===== config.mk =====
export PLATFORM = sky130hd
export DESIGN_NAME = register_file
export DESIGN_NICKNAME = d
export VERILOG_FILES = /design/src/rtl/register_file_pkg.sv /design/src/rtl/rf_read_port.sv /design/src/rtl/register_file.sv
export SDC_FILE = /design/constraint.sdc
export NUM_CORES = 2
export LEC_CHECK = 0
export BUFFER_PORTS_ARGS = -buffer_cell sky130_fd_sc_hd__buf_2
export CORE_ASPECT_RATIO = 1.1
export CORE_UTILIZATION = 35
export DETAILED_ROUTE_END_ITERATION = 10
export SYNTH_ARGS = -nofsm -noshare
export SYNTH_HDL_FRONTEND = slang
export SYNTH_SLANG_ARGS = --single-unit

===== constraint.sdc =====
create_clock -name clk_in -period 7.16 [get_ports clk_in]
set_clock_uncertainty 0.1 [all_clocks]
set_input_delay 0.716 -clock clk_in [delete_from_list [all_inputs] [get_ports clk_in]]
set_output_delay 0.716 -clock clk_in [all_outputs]
set_load 0.05 [all_outputs]

===== src/rtl/register_file_pkg.sv =====
// Shared constants and helpers for the architectural register file.
// Register indexing, word width and the hard-wired zero register.
package register_file_pkg;

    localparam int REG_COUNT = 32;
    localparam int REG_ID_W  = 5;
    localparam int XLEN      = 32;

    localparam logic [REG_ID_W-1:0] ZERO_REG = 5'd0;

    typedef logic [REG_ID_W-1:0] reg_id_t;
    typedef logic [XLEN-1:0]     word_t;

    // x0 is hard-wired: never renamed, never written, always reads zero
    function automatic logic is_zero_reg(input reg_id_t id);
        return id == ZERO_REG;
    endfunction

endpackage


===== src/rtl/rf_read_port.sv =====
// One combinational register-file read port.
// Looks up value/busy/tag and forwards a matching same-cycle commit.
module rf_read_port
    import register_file_pkg::*;
#(
    parameter int ROB_WIDTH = 4
) (
    input  logic                                 rdy_in,
    input  logic                                 rst_in,
    input  logic [REG_ID_W-1:0]                  rs_id,
    input  logic [REG_COUNT-1:0]                 busy_q,
    input  logic [REG_COUNT-1:0][ROB_WIDTH-1:0]  tag_q,
    input  logic [REG_COUNT-1:0][XLEN-1:0]       val_q,
    input  logic                                 cm_ready,
    input  logic [REG_ID_W-1:0]                  cm_reg_id,
    input  logic [XLEN-1:0]                      cm_reg_val,
    input  logic [ROB_WIDTH-1:0]                 cm_rob_idx,
    output logic                                 rs_busy,
    output logic [ROB_WIDTH-1:0]                 rs_depend,
    output logic [XLEN-1:0]                      rs_val
);

    logic                 hit_busy;
    logic [ROB_WIDTH-1:0] hit_tag;
    logic [XLEN-1:0]      hit_val;
    logic                 bypass;

    // Raw lookup of the addressed entry
    always_comb begin
        hit_busy = busy_q[rs_id];
        hit_tag  = tag_q[rs_id];
        hit_val  = val_q[rs_id];
    end

    // A commit releasing exactly the rename we see is forwarded now
    always_comb begin
        bypass = rdy_in && !rst_in && cm_ready
              && !is_zero_reg(rs_id) && hit_busy
              && (cm_reg_id == rs_id)
              && (cm_rob_idx == hit_tag);
    end

    // Select stored state, forwarded commit, or the zero register
    always_comb begin
        rs_busy   = hit_busy;
        rs_depend = hit_tag;
        rs_val    = hit_val;
        if (is_zero_reg(rs_id)) begin
            rs_busy   = 1'b0;
            rs_depend = '0;
            rs_val    = '0;
        end else if (bypass) begin
            rs_busy = 1'b0;
            rs_val  = cm_reg_val;
        end
    end

endmodule


===== src/rtl/register_file.sv =====
// Architectural register file with per-register rename tags.
// Issue renames rd; ROB commit writes and releases matching renames.
module register_file
    import register_file_pkg::*;
#(
    parameter int ROB_WIDTH = 4
) (
    input  logic                 clk_in,
    input  logic                 rst_in,
    input  logic                 rdy_in,
    input  logic                 clr_in,
    input  logic [4:0]           iu_to_rf_rs1_id,
    output logic                 rf_to_iu_rs1_busy,
    output logic [ROB_WIDTH-1:0] rf_to_iu_rs1_depend,
    output logic [31:0]          rf_to_iu_val1,
    input  logic [4:0]           iu_to_rf_rs2_id,
    output logic                 rf_to_iu_rs2_busy,
    output logic [ROB_WIDTH-1:0] rf_to_iu_rs2_depend,
    output logic [31:0]          rf_to_iu_val2,
    input  logic                 issue_ready,
    input  logic [4:0]           issue_rd_id,
    input  logic [ROB_WIDTH-1:0] issue_rob_idx,
    input  logic                 rob_to_rf_ready,
    input  logic [4:0]           rob_to_rf_reg_id,
    input  logic [31:0]          rob_to_rf_reg_val,
    input  logic [ROB_WIDTH-1:0] rob_to_rf_rob_idx
);

    logic [REG_COUNT-1:0]                busy_q;
    logic [REG_COUNT-1:0][ROB_WIDTH-1:0] tag_q;
    logic [REG_COUNT-1:0][XLEN-1:0]      val_q;

    logic commit_en;
    logic release_en;
    logic issue_en;

    // Qualify the commit and issue streams (x0 is never touched)
    always_comb begin
        commit_en  = rob_to_rf_ready && !is_zero_reg(rob_to_rf_reg_id);
        release_en = commit_en
                  && busy_q[rob_to_rf_reg_id]
                  && (tag_q[rob_to_rf_reg_id] == rob_to_rf_rob_idx);
        issue_en   = issue_ready && !clr_in && !is_zero_reg(issue_rd_id);
    end

    // State update: commit first, then flush, then issue (issue wins)
    always_ff @(posedge clk_in) begin
        if (rst_in) begin
            busy_q <= '0;
            tag_q  <= '0;
            val_q  <= '0;
        end else if (rdy_in) begin
            if (commit_en) begin
                val_q[rob_to_rf_reg_id] <= rob_to_rf_reg_val;
            end
            if (release_en) begin
                busy_q[rob_to_rf_reg_id] <= 1'b0;
            end
            if (clr_in) begin
                busy_q <= '0;
            end else if (issue_en) begin
                busy_q[issue_rd_id] <= 1'b1;
                tag_q[issue_rd_id]  <= issue_rob_idx;
            end
        end
    end

    rf_read_port #(
        .ROB_WIDTH (ROB_WIDTH)
    ) u_rs1 (
        .rdy_in     (rdy_in),
        .rst_in     (rst_in),
        .rs_id      (iu_to_rf_rs1_id),
        .busy_q     (busy_q),
        .tag_q      (tag_q),
        .val_q      (val_q),
        .cm_ready   (rob_to_rf_ready),
        .cm_reg_id  (rob_to_rf_reg_id),
        .cm_reg_val (rob_to_rf_reg_val),
        .cm_rob_idx (rob_to_rf_rob_idx),
        .rs_busy    (rf_to_iu_rs1_busy),
        .rs_depend  (rf_to_iu_rs1_depend),
        .rs_val     (rf_to_iu_val1)
    );

    rf_read_port #(
        .ROB_WIDTH (ROB_WIDTH)
    ) u_rs2 (
        .rdy_in     (rdy_in),
        .rst_in     (rst_in),
        .rs_id      (iu_to_rf_rs2_id),
        .busy_q     (busy_q),
        .tag_q      (tag_q),
        .val_q      (val_q),
        .cm_ready   (rob_to_rf_ready),
        .cm_reg_id  (rob_to_rf_reg_id),
        .cm_reg_val (rob_to_rf_reg_val),
        .cm_rob_idx (rob_to_rf_rob_idx),
        .rs_busy    (rf_to_iu_rs2_busy),
        .rs_depend  (rf_to_iu_rs2_depend),
        .rs_val     (rf_to_iu_val2)
    );

endmodule

Word-level counts from Yosys, hierarchy flattened
Cells that the tools add are included.

word-level totals
  register bits = 1184
  bits of input ports = 66
  output and inout port bits = 74
  word-level logic and storage cells = 150

operators by class
  $lt $le $gt $ge = 6
  equal/unequal tests = 5
  muxes and demuxes = 41
  bitwise logic cells = 4
  reduce and logical (&&, ||, !) cells = 29

operator list
  operator            count
  $bwmux 1024         1
  $mux 32             12
  $bmux 32 s5         2
  $demux 32 s5        1
  $bwmux 128          1
  $bmux 4 s5          3
  $and 32x32->32      1
  $not 32->32         1
  $or 32x32->32       1
  $lt 5x6->1 const B  4
  $mux 4              6
  $demux 4 s5         1
  $logic_not 5->1     4
  $logic_and 1x1->1   17
  $bmux 1 s5          3
  $eq 4x4->1          3
  $demux 1 s5         2
  $eq 5x5->1          2
  $ge 5x1->1 const B  2
  $mux 1              9
  $logic_not 1->1     6
  $reduce_and 3->1    1
  $reduce_and 2->1    1
  $not 1->1           1

Longest topological paths before layout
  depth after elaboration = 12
  mapped depth = 15
  depth with buffers taken out = 8

By module
From an unflattened synthesis, not the netlist that was laid out.

unflattened totals
  cell total of the unflattened synthesis = 6889
  area, all modules = 62947.9 µm²

by module, submodules not included
  module         instances  cells an instance  area each (µm²)  seq. area each (µm²)
  register_file  1          5439               42721.0          23702.7
  rf_read_port   2          725                10113.4          0.0

Least setup slack after synthesis
No wires, ideal clock.

  path kind = input to output
  start = input rob_to_rf_reg_id[1]
  end = output rf_to_iu_val2[10]
  arrival time = 3.868 ns
  data required time = 6.344 ns
  path slack = 2.476 ns
  cell stages on the path = 12
  path buffers = 6
  path through = buf_2 -> buf_4 -> buf_4 -> buf_4 -> buf_4 -> xnor2_1 -> nand4_1 -> or4b_1 -> nor4_4 -> buf_6 -> mux2i_1 -> nor2_1

between the ends
  cells in the longest elaborated chain, start to end = 5

RTL lines
  element             line                 source
  start: declaration  register_file.sv:24  input logic [4:0] rob_to_rf_reg_id,
  $eq 5x5->1          rf_read_port.sv:39   && (cm_reg_id == rs_id)
  $logic_and 1x1->1   rf_read_port.sv:39
  $logic_and 1x1->1   rf_read_port.sv:40   && (cm_rob_idx == hit_tag);
  $mux 32             rf_read_port.sv:52   end else if (bypass) begin
  $mux 32             rf_read_port.sv:48   if (is_zero_reg(rs_id)) begin
  end: declaration    register_file.sv:19  output logic [31:0] rf_to_iu_val2,

Every way passes these cells.

Worst setup path after layout
  start = input iu_to_rf_rs1_id[1]
  end = output rf_to_iu_val1[0]

between the ends
  cells in the longest elaborated chain, start to end = 8
  elaborated cells on any way between the ends = 16
  those cells by class = 2 x eq/ne; 8 x mux; 6 x reduce/logical

RTL lines
  element                                          line                 source
  start: declaration                               register_file.sv:12  input logic [4:0] iu_to_rf_rs1_id,
  branches (longest 7 deep; another with $mux 32)  -
  $mux 32 (*)                                      rf_read_port.sv:48
  end: declaration                                 register_file.sv:15  output logic [31:0] rf_to_iu_val1,

Mark *: on every way between the ends. The select of a mux whose other input is x is not followed.

==> run summary <==
GR Overflow Total: 0
dominant cell type by area after synthesis: dfxtp_1
vias in the first global route: 52,000
WP data required: 6.34 ns
Synth Area per Inst: 9.30 um^2
Avg WL per Cell: 27.4 um
DRT iter0 DRCs: 7,264
# hold bufs at CTS: 0
routed wire length: 245 mm
Vias/cell: 6.05
worst-path fanout max: 92
final net count: 6,510
Worst R2R Path Depth: 9
compound-cell area share of the yosys netlist: 10.3%
adder-cell area share of the yosys netlist: 0%
top post-synthesis cells by area: dfxtp_1 (38%), mux4_2 (26%), nand2_1 (13%), a21oi_1 (8.6%), clkbuf_1 (3.5%)
CP Launch Point: iu_to_rf_rs1_id[1]
Post-DP Area: 65,100 um^2
Slew Viols, Final: 0
Distinct cells, synth: 67
Worst Path Arrival: 4.88 ns
layout cells sized above 1: 20.6%
Clock Sinks: 1,184
die height: 447 um
CTS tree: done
Synth Instances: 6,773
Clock Path Buffers: 3
Die Wd: 406 um
DRC Markers: 0
port buffer count: 139
CTS resizes: 0
Fillers: 17,500
slew at the pin closest to its max-slew limit: 1.25 ns
Area Growth Syn to Fin: 10.3%
Worst Hold Depth: 2
register bit total from synthesis: 1,184
Multi-input gate area: 36,700 um^2
post-detail-place hpwl: 142 mm
antenna violations before repair: 13
ys async rst share: 0%
syn nets: 6,839
top_reg_cell synth: dfxtp_1
FF/Latch Area: 23,700 um^2
post-route cell area: 69,500 um^2
largest net degree at the start of global routing: 200
Critical Path End: rf_to_iu_val1[0]
IO Pins: 140
first-pass iteration count of the detailed router: 6
MaxCap Viol Count: 0
number of synthesized flops with an enable pin: 0
Hold Crit Class: in -> reg
max frequency: 0.176 GHz
CTS clock-pin slew for the worst setup and hold paths: 0.07 ns
antenna-violating nets left: 0
Yosys top cell area share: 37.6%
critical path type: in -> out
flop-to-flop setup slack: 3.16 ns
gpl congestion: 0.933
global-route wire length before repair: 355 mm
Worst R2R End: busy_q[9]
total core area: 178,000 um^2
Worst Setup End Kind: primary output
Power, Total: 14.6 mW
gr usage total: 26.5%
startpoint types: input port
Worst slew margin: 16.6%
Yosys warning total: 0
FF-to-FF Start: tag_q[121]
vias: 54,100
combinational family with the most area after synthesis: multiplexers
Setup Viol. Count Final: 0
clock latency on the worst-skew pair: 0.80 ns
Initial Util: 35.4%
most common cell in the netlist: nand2_1
unrepaired setup endpoints after global routing: false
final worst-path cycle share: 79.5%
hold_sp: rst_in
H-tree levels: 4
Root Buffer: clkbuf_16
Synth Area in XOR/XNOR: 0.264%
pwr dens: 210 nW/um^2
FP Rows: 162
simple-gate area share of the yosys netlist: 16.5%
min cycle time layout: 5.69 ns
Post-Syn Area: 63,000 um^2
status: completed
post-CTS setup buffers: 0
P_leak: 22.5 nW
multiplexer area fraction after synthesis: 30.6%
most instantiated cells after synthesis: nand2_1 (2,150), dfxtp_1 (1,184), a21oi_1 (1,088)
Seq/Total Area, Yosys: 37.6%
Fin Setup TNS: 0 ns
Num CTS Buffers: 132
Peak VDD IR: 238 uV
Hold Violations, Final: 0
die area: 182,000 um^2
## per-stage QoR
step / worst slack (ns) / util [%] / hold WS (ns) / std cells
2_1_floorplan: 2.48 / - / 0.343 / 6773
3_5_place_dp: 1.59 / 36.6 / 0.357 / 8688
4_1_cts: 1.58 / 39.0 / 0.271 / 8925
6_report: 1.47 / 39.0 / 0.294 / 8930
3_3_place_gp: 1.62 / 36.6 / 0.348 / 8688
5_1_grt: 1.44 / 39.0 / 0.305 / 8926
## worst max-delay path, cell delays in order
cell	delay [ns]
buf_8	0.62
buf_4	0.80
buf_4	0.65
mux4_2	0.40
mux4_2	0.50
mux2_2	0.29
mux2i_1	0.29
nor2_1	0.09
buf_2	0.25
## sequential cells by signal, summed over array words and instances, names as in the netlist
name / cells
busy_q: 32
tag_q: 128
val_q: 1024
## logic make-up after synthesis
group	count (synthesis)
compound gates	1234
xor+xnor	19
buf+inv	725
flops	1184
mux	1004
simple gates	2607
## area by class of cell
cell class	instances	area share, %
multi-input combinational	4864	52.8
sequential	1184	34.1
tap	2378	4.28
timing repair buffer	256	2.49
clock buffer	185	5.43
antenna	5	0.0180
inverter	6	0.0324
clock inverter	52	0.845
## layout by cell type (no fill, tap or decap), types with 7 or more instances in the layout
cell type	Yosys	final
nand3b_1	7	7
buf_4	8	114
nor2_4	0	30
nand2b_1	17	17
nor3_1	10	9
clkinv_8	0	8
nand2_1	2150	2120
a22oi_1	10	10
xor2_1	10	10
nand4_1	14	14
mux2i_1	202	202
o22ai_1	18	18
mux4_2	718	718
or3b_2	7	7
mux2_2	74	74
clkbuf_16	0	133
nor4_1	24	22
o21ai_0	50	50
a21oi_1	1088	1088
nor2_1	222	192
xnor2_1	9	9
clkbuf_8	0	25
nand3_1	59	59
buf_2	91	127
dfxtp_1	1184	1184
a211o_1	20	20
clkbuf_1	590	27
mux4_1	10	10
nor2b_1	55	55
nand2_2	0	30
clkinv_2	0	25
## per-layer routing
layer	vias up	part of all wire (%)	wire length, um	GRT usage [%]
li1	23300	-	-	-
met3	775	11	26500	6.31
met5	-	0.056	137	0
met2	3231	47	114000	42.3
met4	20	6.2	15200	15.6
met1	26800	36	88900	32.5
## worst min path at each step
stage                      end  slack [ns]
floorplan           val_q[192]        0.34
global placement    val_q[456]        0.35
detailed placement  val_q[320]        0.36
CTS                  tag_q[81]        0.27
global route         tag_q[81]        0.30
finish               tag_q[81]        0.29
## where the power goes
group / total (mW) / leakage [nW] / internal, mW / switching (mW)
sequential: 6.63 / 9.54 / 6.61 / 0.0187
clock: 6.93 / 2.14 / 3.94 / 3.00
combinational: 1.03 / 10.8 / 0.294 / 0.741
No activity file was read; power rests on OpenSTA's default activity.
